## src/rtl/ysyx_23060208_ifu_fetch.sv

```systemverilog
// ysyx_23060208_ifu_fetch: instruction-fetch master for the isram read channel, one read in flight,
// delivering instructions to the IDU and dropping responses cancelled by a redirect.
module ysyx_23060208_ifu_fetch #(
  parameter int DATA_WIDTH = 32,
  parameter logic [DATA_WIDTH-1:0] RESET_PC = 32'h8000_0000
) (
  input  logic                  clk,
  input  logic                  rst_n,
  output logic [DATA_WIDTH-1:0] isram_araddr,
  output logic                  isram_arvalid,
  input  logic                  isram_arready,
  input  logic                  isram_rvalid,
  input  logic [1:0]            isram_rresp,
  input  logic [DATA_WIDTH-1:0] isram_rdata,
  output logic                  isram_rready,
  input  logic                  idu_allowin,
  output logic                  ifu_to_idu_valid,
  output logic [DATA_WIDTH-1:0] ifu_to_idu_pc,
  output logic [DATA_WIDTH-1:0] ifu_to_idu_inst,
  output logic                  ifu_to_idu_err,
  input  logic                  redirect_valid,
  input  logic [DATA_WIDTH-1:0] redirect_pc
);
  typedef enum logic [1:0] {IDLE, AR, R, OUT} state_t;
  state_t state, state_n;
  logic [DATA_WIDTH-1:0] pc, pc_n, addr;
  logic drop, drop_n, hs_r, take;
  always_comb begin
    hs_r = state == R && isram_rvalid;
    take = hs_r && !drop && !redirect_valid;
    pc_n = redirect_valid ? {redirect_pc[DATA_WIDTH-1:2], 2'b00} :
           (state == OUT && idu_allowin) ? pc + DATA_WIDTH'(4) : pc;
    // drop marks the single in-flight response that a redirect has made stale
    drop_n = hs_r ? 1'b0 : (state == AR || state == R) ? drop | redirect_valid : drop;
    state_n = state;
    case (state)
      IDLE: state_n = AR;
      AR:   state_n = isram_arready ? R : AR;
      R:    state_n = hs_r ? (take ? OUT : AR) : R;
      OUT:  state_n = (redirect_valid || idu_allowin) ? AR : OUT;
      default: state_n = IDLE;
    endcase
  end
  always_ff @(posedge clk or negedge rst_n) begin
    if (!rst_n) begin
      state <= IDLE;
      pc <= RESET_PC;
      addr <= RESET_PC;
      drop <= 1'b0;
      ifu_to_idu_pc <= RESET_PC;
      ifu_to_idu_inst <= '0;
      ifu_to_idu_err <= 1'b0;
    end else begin
      state <= state_n;
      pc <= pc_n;
      // the request address is frozen while a request is being offered
      addr <= (state == AR) ? addr : pc_n;
      drop <= drop_n;
      if (take) begin
        ifu_to_idu_pc <= pc;
        ifu_to_idu_inst <= isram_rdata;
        ifu_to_idu_err <= isram_rresp != 2'b00;
      end
    end
  end
  assign isram_araddr = addr;
  assign isram_arvalid = state == AR;
  assign isram_rready = state == R;
  assign ifu_to_idu_valid = state == OUT;
endmodule
```

## config.mk

```make
export PLATFORM = sky130hd
export DESIGN_NAME = ysyx_23060208_ifu_fetch
export DESIGN_NICKNAME = d
export VERILOG_FILES = /design/src/rtl/ysyx_23060208_ifu_fetch.sv
export SDC_FILE = /design/constraint.sdc
export NUM_CORES = 1
export LEC_CHECK = 0
export CAP_MARGIN = 20
export CORE_ASPECT_RATIO = 0.7
export CORE_MARGIN = 2
export CORE_UTILIZATION = 35
export CTS_CLUSTER_DIAMETER = 120
export DETAILED_ROUTE_END_ITERATION = 16
export HOLD_SLACK_MARGIN = 0.08
export PLACE_DENSITY = 0.72
export SYNTH_ARGS = -nofsm -noshare
export SYNTH_HDL_FRONTEND = slang
export SYNTH_SLANG_ARGS = --single-unit
```

## constraint.sdc

```tcl
create_clock -name clk -period 3.65 [get_ports clk]
set_input_delay 0.73 -clock clk [delete_from_list [all_inputs] [get_ports clk]]
set_output_delay 0.73 -clock clk [all_outputs]
set_load 0.05 [all_outputs]
```

==> results of run 1 <==
synthesized netlist by cell type (all sizes together):
cell type	instances
a21o	16
a21oi	16
a222oi	1
a22o	16
a31oi	1
and3	6
and4	2
buf	8
clkbuf	12
clkinv	2
dfrtp	129
dfstp	3
ha	5
inv	4
mux2	88
mux2i	1
nand2	23
nand3	9
nand4	15
nor2	19
nor2b	2
nor3	2
nor4	2
o211ai	1
o21ai	11
o22ai	6
or2	1
xnor2	18
xor2	11
layout make-up:
type	instances	area, um2
Fill cell	1301	7440
Tap cell	200	250
Timing Repair Buffer	178	1800
Multi-Input combinational cell	272	2220
Clock inverter	9	80.1
Sequential cell	132	3310
Inverter	6	22.5
Clock buffer	22	474
stage by stage:
| step | utilization (%) | cells | instance area [um2] | total power [mW] |
|---|---|---|---|---|
| after floorplan | - | 430 | 5620 | 4.47 |
| after global placement | 48.4 | 786 | 7540 | 5.65 |
| after detailed placement | 48.4 | 786 | 7540 | 5.72 |
| after CTS | 51.9 | 817 | 8100 | 7.35 |
| after global routing | 52.3 | 819 | 8150 | 7.64 |
| final | 52.3 | 819 | 8150 | 7.32 |
state kept, by name (all words and copies together) (netlist names):
signal and flops:
ifu_to_idu_err 1, drop 1, pc 32, ifu_to_idu_inst 32, ifu_to_idu_pc 32, state 2, isram_araddr 32
report_power, final:
group / total, mW / internal [mW] / leakage, nW / switching [mW]
Clock: 1.60 / 0.981 / 0.264 / 0.621
Combinational: 3.48 / 1.29 / 1.64 / 2.20
Sequential: 2.23 / 1.93 / 1.69 / 0.303
cells by family after synthesis:
| logic type | count (synthesis) | share of synthesized area (%) |
|---|---|---|
| AO/OA/AOI/OAI | 68 | 8.19 |
| AND/OR/NAND/NOR | 81 | 7.66 |
| buffers and inverters | 26 | 1.89 |
| flip-flops | 132 | 58.8 |
| adder cells (fa/ha/maj) | 5 | 1.11 |
| multiplexers | 89 | 17.8 |
| XOR/XNOR | 29 | 4.52 |
layer usage:
layer  vias to the layer above  GRT usage (%)  wire (um)
li1                       1893              -          -
met5                         -              0          0
met3                        23           6.25       1140
met4                         0           5.90        214
met2                       148           27.2       6800
met1                      2043           24.3       6500
worst paths after layout:
path                       slack (ps)                            from                             end  depth (start not counted)
max reg2reg                      1260              state[1]$_DFF_PN0_                pc[17]$_DFF_PN0_                          6
min in group clk                  510  ifu_to_idu_inst[5]$_DFFE_PN0P_  ifu_to_idu_inst[5]$_DFFE_PN0P_                          1
max in group asynchronous        2410                           rst_n                pc[28]$_DFF_PN0_                          3
min                               260                           rst_n    ifu_to_idu_pc[5]$_DFFE_PN0P_                          1
min reg2reg                       510  ifu_to_idu_inst[5]$_DFFE_PN0P_  ifu_to_idu_inst[5]$_DFFE_PN0P_                          1
max                               940              state[1]$_DFF_PN0_                ifu_to_idu_valid                          2
layout by cell type (no fill, tap or decap), drive strengths merged, types with 3 or more instances in the layout:
cell type      instances
a21o                  16
a21oi                 16
a22o                  16
and3                   6
buf                   10
clkbuf                22
clkdlybuf4s50        168
clkinv                 6
clkinvlp               4
dfrtp                129
dfstp                  3
ha                     5
inv                    4
mux2                  88
nand2                 23
nand3                  9
nand4                 15
nor2                  19
o21ai                 11
o22ai                  6
xnor2                 18
xor2                  11
==> flow_summary_export.csv, run 1 <==
group,metric,value,unit
finish,diodes,0,
grt,grt_overflow_total,0,
die,die-area,17100,um2
finish,drive_gt1_share,22.6,%
worst_setup_path,cp.arrival,1980,ps
place,place.gp.congestion,0.767,
grt,grt_pass1_vias,4281,
cts,path_clk_slew,50,ps
timing,drv_slew,0,
cts,clock_latency,410,ps
die,fp.dieH,110,um
worst_setup_path,cp.required,2920,ps
die,start_util,36.0,%
cts,root_buffer,"clkbuf_16",
route,drc,0,
worst_setup_path,cp_max_fo,8,
yosys,synth.distinct_cells,35,
timing,rsz0062_at_grt,"false",
worst_setup_path,max_stage_delay,880,ps
yosys,syn-num-nets,507,
worst_setup_path,path_class,"reg -> out",
finish,fin_nets,684,
run,cap_violations,0,
route,ant_nets,0,
grt,grt_pass1_wl,23500,um
route,via_per_inst,5.01,
timing,fmax,368,MHz
hold_path,hold_class,"in -> async",
cts,numCtsBuffers,17,
finish,syn_to_final_growth,45.0,%
cts,post_cts_resized,0,
timing,setup_slack,936,ps
cts,cts_setup_buffers,0,
timing,fin_skew,6.26,ps
yosys,syn-cell-area,5620,um2
timing,period_needed,2710,ps
yosys,synth.avg_cell_area,13.1,um2
die,row_count,38,
timing,tightest_slew,686,ps
place,dp_hpwl,10100,um
worst_setup_path,endpoint_kind,"output pin",
timing,setup_viol,0,
timing,hold_slack,257,ps
place,numPortBuffers,169,
route,routedWlPerCell,17.9,um
die,die_w,155,um
cts,clock-sinks,132,
worst_setup_path,slowest_stage,"clkdlybuf4s50_1",
timing,tns,0,ps
place,pre_cts_slack,644,ps
route,num_vias,4107,
yosys,yosysSeqAreaShare,58.8,%
yosys,ys_seq_elements,132,
pwr,leakage,3.60,nW
worst_setup_path,path_cells,"ha_1 -> clkdlybuf4s50_1",
grt,grt_antenna_before_repair,0,
cts,cts_tree,"built",
yosys,ys_warn_count,0,
yosys,synthCells,430,
cts,cts_max_level,4,
yosys,synth_top_cell_area_share,57.4,%
worst_setup_path,cp_num_buf_inv,1,
outcome,outcome,"finished, final reports clean",
yosys,synth_top_area_cell,"dfrtp_1",
route,wirelength,14700,um
yosys,synth_area_leaders,"dfrtp_1, mux2_2, xnor2_1",
worst_setup_path,critPathTopFamily,"buffers and inverters",
pwr,irDropWorstVdd,0.000583,V
die,ios,172,
worst_setup_path,crit_path_start_kind,"flip-flop",
die,core_area,15600,um2
grt,grt_max_degree,117,
timing,slew_headroom,53.9,%
timing,finalHoldViolCount,0,
timing,post-route-period-util,74.4,%
route,firstDrtPassIters,5,
cts,postCtsHoldBufs,0,
pwr,powerDensity,898,nW/um2
route,drt-initial-drc-count,211,
cts,cts_buffer_depth,2,
grt,grt_use_total,17.9,%
(Power assumes the default switching activity.)
==> run 2, diff against run 1 <==
--- a/config.mk
+++ b/config.mk
@@ -12,7 +12,7 @@
 export CTS_CLUSTER_DIAMETER = 120
 export DETAILED_ROUTE_END_ITERATION = 16
 export HOLD_SLACK_MARGIN = 0.08
-export PLACE_DENSITY = 0.72
+export PLACE_DENSITY = 0.74
 export SYNTH_ARGS = -nofsm -noshare
 export SYNTH_HDL_FRONTEND = slang
 export SYNTH_SLANG_ARGS = --single-unit
==> constraint.sdc (replaced) <==
create_clock -name clk -period 2.35 [get_ports clk]
set_input_delay 0.47 -clock clk [delete_from_list [all_inputs] [get_ports clk]]
set_output_delay 0.47 -clock clk [all_outputs]
set_load 0.05 [all_outputs]
==> run 2 against run 1 <==
  * Critical path type unchanged
  * Cell count rose by 1.3%
  * Critical endpoint is now ifu_to_idu_pc[31]
  * Register-to-register slack got worse by 880 ps
  * Worst setup slack got worse by 800 ps
  * Largest cell class unchanged
  * Largest power group unchanged
  * Sequential power rose by 56%
  * Clock skew rose by 0.90 ps
  * Sequential share of layout area fell by 0.28 points
  * Count of clock-buffer cells in the layout fell by 1
==> flow_summary_export.csv, run 2 (synthesized netlist as in run 1, its figures left out) <==
group,metric,value,unit
timing,setup_viol,0,
worst_setup_path,endpoint_kind,"output pin",
cts,cts_tree,"built",
cts,cts_max_level,4,
worst_setup_path,path_cells,"clkdlybuf4s50_1",
finish,fillers,1344,
route,via_per_inst,5.08,
route,num_vias,4215,
outcome,outcome,"finished, final reports clean",
route,routedWlPerCell,17.4,um
worst_setup_path,path_class,"reg -> out",
grt,grt_use_total,17.8,%
place,dp_hpwl,10200,um
cts,path_clk_slew,60,ps
timing,fmax,451,MHz
worst_setup_path,slowest_stage,"clkdlybuf4s50_1",
pwr,clkPwrFrac,20.6,%
die,core_area,15600,um2
cts,clock-sinks,132,
die,fp.dieH,110,um
die,row_count,38,
timing,rsz0062_at_grt,"false",
place,place.gp.congestion,0.836,
grt,grt_overflow_total,0,
cts,root_buffer,"clkbuf_16",
timing,fin_skew,7.16,ps
route,firstDrtPassIters,5,
grt,grt_max_degree,66,
worst_setup_path,cp.arrival,1750,ps
worst_setup_path,critPathTopFamily,"buffers and inverters",
pwr,powerDensity,1370,nW/um2
pwr,p_int,6.38,mW
die,die-area,17100,um2
worst_setup_path,max_stage_delay,800,ps
cts,clock_latency,420,ps
worst_setup_path,cp_num_buf_inv,1,
timing,drv_slew,0,
hold_path,hold_class,"reg -> reg",
route,drt-initial-drc-count,234,
pwr,seqPwrFrac,30.9,%
route,ant_nets,0,
place,pre_cts_slack,-66.1,ps
pwr,irDropWorstVdd,0.000823,V
worst_setup_path,cp.required,1880,ps
pwr,p_sw,4.86,mW
cts,cts_buffer_depth,2,
die,ios,172,
run,cap_violations,0,
timing,finalHoldViolCount,0,
die,die_w,155,um
pwr,leakage,3.64,nW
timing,slew_headroom,62.4,%
pwr,p_comb_share,48.5,%
timing,post-route-period-util,94.4,%
grt,grt_antenna_before_repair,1,
timing,tightest_slew,562,ps
finish,mostFrequentLayoutCells,"clkdlybuf4s50_1, dfrtp_1, mux2_2, nand2_1",
pwr,total_power,11.2,mW
finish,syn_to_final_growth,46.0,%
worst_setup_path,cp_max_fo,2,
cts,cts_setup_buffers,0,
route,wirelength,14500,um
grt,grt_pass1_wl,23400,um
grt,grt_pass1_vias,4444,
timing,period_needed,2220,ps
pwr,switching_share,43.2,%
worst_setup_path,crit_path_start_kind,"flip-flop",
finish,drive_gt1_share,23.7,%
route,drc,0,
cts,numCtsBuffers,17,
timing,setup_slack,131,ps
die,start_util,36.0,%
finish,fin_nets,695,
finish,final_common_cell,"clkdlybuf4s50_1",
place,numPortBuffers,169,
## run 2: changes by cell type in the layout (fill, tap and decap cells not counted), sizes merged
cell	previous run	this run
buf	10	22
bufinv	1	0
clkbuf	22	21
clkdlybuf4s50	168	165
diode	0	1
dlygate4sd2	0	1
dlygate4sd3	0	1
inv	4	5
## run 2: final cells by class
| cell class | count | area [um2] | area share, % |
|---|---|---|---|
| clock buffer | 21 | 450 | 5.49 |
| antenna | 1 | 2.50 | 0.0305 |
| multi-input combinational | 272 | 2210 | 27.0 |
| tap | 200 | 250 | 3.05 |
| sequential | 132 | 3310 | 40.3 |
| inverter | 6 | 22.5 | 0.274 |
| timing repair buffer | 189 | 1900 | 23.2 |
| clock inverter | 9 | 58.8 | 0.717 |
## run 2: what timing repair did
item / CTS / global route
resized for setup: 1 / 0
hold buffers: 1 / 0
setup endpoints to repair: 1 / 0
hold endpoints to repair: 47 / 0
## run 2: per-layer routing
metal  global-route usage [%]  wire length, um
met1                     24.2             6530
met5                        0                0
met2                     27.2             6590
met3                     5.24             1100
met4                     6.75              249
## run 2: worst paths after layout
check | slack, ps | cells past startpoint | from | endpoint
min reg2reg | 500 | 1 | ifu_to_idu_inst[4]$_DFFE_PN0P_ | ifu_to_idu_inst[4]$_DFFE_PN0P_
max reg2reg | 380 | 6 | state[0]$_DFF_PN0_ | ifu_to_idu_inst[13]$_DFFE_PN0P_
max in group asynchronous | 1070 | 3 | rst_n | ifu_to_idu_inst[31]$_DFFE_PN0P_
min | 500 | 1 | ifu_to_idu_inst[4]$_DFFE_PN0P_ | ifu_to_idu_inst[4]$_DFFE_PN0P_
min in group asynchronous | 560 | 2 | rst_n | ifu_to_idu_pc[11]$_DFFE_PN0P_
max | 130 | 1 | ifu_to_idu_pc[31]$_DFFE_PN1P_ | ifu_to_idu_pc[31]
## run 2: power by group through the flow
stage | sequential (mW) | clock (mW) | combinational, mW
6_report | 3.48 | 2.31 | 5.45
2_1_floorplan | 5.62 | 0 | 1.33
4_1_cts | 3.49 | 2.38 | 5.49
3_5_place_dp | 3.51 | 0 | 5.47
5_1_grt | 3.57 | 2.47 | 5.71
3_3_place_gp | 3.47 | 0 | 5.40
## run 2: metrics by stage
stage / hold slack (ps) / cell area (um2) / std cells / util (%) / TNS, ps
finish: 503 / 8210 / 830 / 52.6 / 0
global route: 521 / 8210 / 830 / 52.6 / 0
CTS: 507 / 8200 / 829 / 52.6 / 0
detailed placement: 460 / 7690 / 798 / 49.3 / -468
global placement: 449 / 7690 / 798 / 49.3 / -152
floorplan: 174 / 5620 / 430 / - / 0
==> run 3, diff against run 2 <==
--- a/config.mk
+++ b/config.mk
@@ -11,6 +11,7 @@
 export CORE_UTILIZATION = 35
 export CTS_CLUSTER_DIAMETER = 120
 export DETAILED_ROUTE_END_ITERATION = 16
+export GPL_TIMING_DRIVEN = 0
 export HOLD_SLACK_MARGIN = 0.08
 export PLACE_DENSITY = 0.74
 export SYNTH_ARGS = -nofsm -noshare
==> run 3 against run 2 <==
  * Sequential cell count unchanged
  * Cell area grew 1.0%
  * Total power increased by 5.8%
  * Via count decreased by 1.6%
  * Critical path type unchanged
  * Largest cell class unchanged
  * Largest power group unchanged
==> flow_summary_export.csv, run 3 (synthesized netlist as in run 1, its figures left out) <==
group,metric,value,unit
outcome,outcome,"finished, final reports clean",
timing,period_needed,2230,ps
grt,grt_overflow_total,0,
route,drc,0,
route,via_per_inst,4.97,
die,die_w,155,um
die,ios,172,
cts,cts_tree,"built",
worst_setup_path,max_stage_delay,800,ps
route,routedWlPerCell,18.4,um
place,dp.cells,800,
timing,setup_viol,0,
worst_setup_path,cp_num_buf_inv,1,
timing,fmax,449,MHz
die,start_util,36.0,%
pwr,leakage,3.68,nW
worst_setup_path,cp.required,1880,ps
cts,cts_buffer_depth,2,
die,die-area,17100,um2
grt,grt_pass1_vias,4474,
cts,path_clk_slew,60,ps
worst_setup_path,path_cells,"clkdlybuf4s50_1",
timing,slew_headroom,54.4,%
die,fp.dieH,110,um
grt,grt_antenna_before_repair,1,
worst_setup_path,slowest_stage,"clkdlybuf4s50_1",
die,core_area,15600,um2
timing,finalHoldViolCount,0,
worst_setup_path,cp_max_fo,2,
cts,clock-sinks,132,
route,firstDrtPassIters,4,
worst_setup_path,r2r-start,"state[0]$_DFF_PN0_",
grt,busiest_layer,"met2",
cts,root_buffer,"clkbuf_16",
grt,grt_use_met1,26.2,%
cts,clock_latency,420,ps
pwr,powerDensity,1430,nW/um2
route,ant_nets,0,
grt,grtUsageMet3,6.18,%
finish,multi_input_area,2220,um2
finish,syn_to_final_growth,47.5,%
finish,fin_cells,835,
finish,drive_gt1_share,22.2,%
worst_setup_path,critPathLaunch,"isram_araddr[31]$_DFFE_PN1N_",
place,numPortBuffers,169,
cts,cts_max_level,4,
finish,seq_area,3310,um2
route,drt-initial-drc-count,259,
pwr,irDropWorstVdd,0.000838,V
worst_setup_path,cp.arrival,1760,ps
hold_path,hold_path.startpoint,"ifu_to_idu_inst[8]$_DFFE_PN0P_",
worst_setup_path,path_class,"reg -> out",
run,cap_violations,0,
cts,numCtsBuffers,17,
place,place.gp.congestion,0.848,
place,dp_hpwl,11100,um
timing,post-route-period-util,94.8,%
grt,grt_max_degree,68,
timing,setup_slack,122,ps
worst_setup_path,crit_path_start_kind,"flip-flop",
grt,grt_use_total,19.0,%
timing,rsz0062_at_grt,"false",
finish,fillers,1335,
finish,mostFrequentLayoutCells,"clkdlybuf4s50_1, dfrtp_1, mux2_2, nand2_1, xnor2_1",
worst_setup_path,critPathTopFamily,"buffers and inverters",
route,wirelength,15400,um
worst_setup_path,reg2reg_slack,160,ps
hold_path,hold_class,"reg -> reg",
grt,grt_pass1_wl,24500,um
timing,tightest_slew,685,ps
timing,fin_skew,7.14,ps
finish,final_common_cell,"clkdlybuf4s50_1",
worst_setup_path,endpoint_kind,"output pin",
grt,met2_usage,28.5,%
die,row_count,38,
timing,drv_slew,0,
route,num_vias,4146,
timing,tns,0,ps
finish,final_util,53.2,%
finish,fin_nets,698,
place,pre_cts_slack,-433,ps
-- run 3: worst paths after layout --
kind | to | cells after the start
worst max-delay path | isram_araddr[31] | 1
worst min-delay path | ifu_to_idu_inst[8]$_DFFE_PN0P_ | 1
worst max register to register | pc[28]$_DFF_PN0_ | 7
worst min register to register | ifu_to_idu_inst[8]$_DFFE_PN0P_ | 1
max in group asynchronous | pc[31]$_DFF_PN1_ | 3
min in group asynchronous | ifu_to_idu_pc[12]$_DFFE_PN0P_ | 2
-- run 3: area by class of cell --
type | count | area share, %
Antenna cell | 1 | 0.0302
Buffer | 20 | 1.06
Clock buffer | 23 | 5.65
Clock inverter | 9 | 2.40
Inverter | 6 | 0.272
Multi-Input combinational cell | 272 | 26.8
Sequential cell | 132 | 39.9
Tap cell | 200 | 3.02
Timing Repair Buffer | 172 | 20.9
-- run 3: stage by stage --
| step | hold WS (ps) | cell area (um2) | total power, mW |
|---|---|---|---|
| global route | 521 | 8290 | 12.4 |
| floorplan | 174 | 5620 | 6.95 |
| global placement | 485 | 7560 | 8.78 |
| finish | 501 | 8290 | 11.9 |
| CTS | 507 | 8270 | 12.0 |
| detailed placement | 494 | 7590 | 8.92 |
-- run 3: where the power goes --
group          internal [mW]  leakage [nW]  switching (mW)
Sequential              3.00          1.69           0.477
Combinational           1.95          1.67            3.44
Clock                   2.05         0.325           0.980
Total                   7.00          3.68            4.89
-- run 3: metal layers --
layer	part of all wire, %	wire length [um]
met5	0	0
met4	1.4	221
met3	7.6	1170
met2	45	6960
met1	46	7040
-- run 3: what timing repair did --
action	in CTS	in global routing
setup endpoints to repair	11	58
pin swaps	1	1
resized for setup	3	6
hold endpoints to repair	25	0
buffers inserted	0	1
hold buffers	1	0
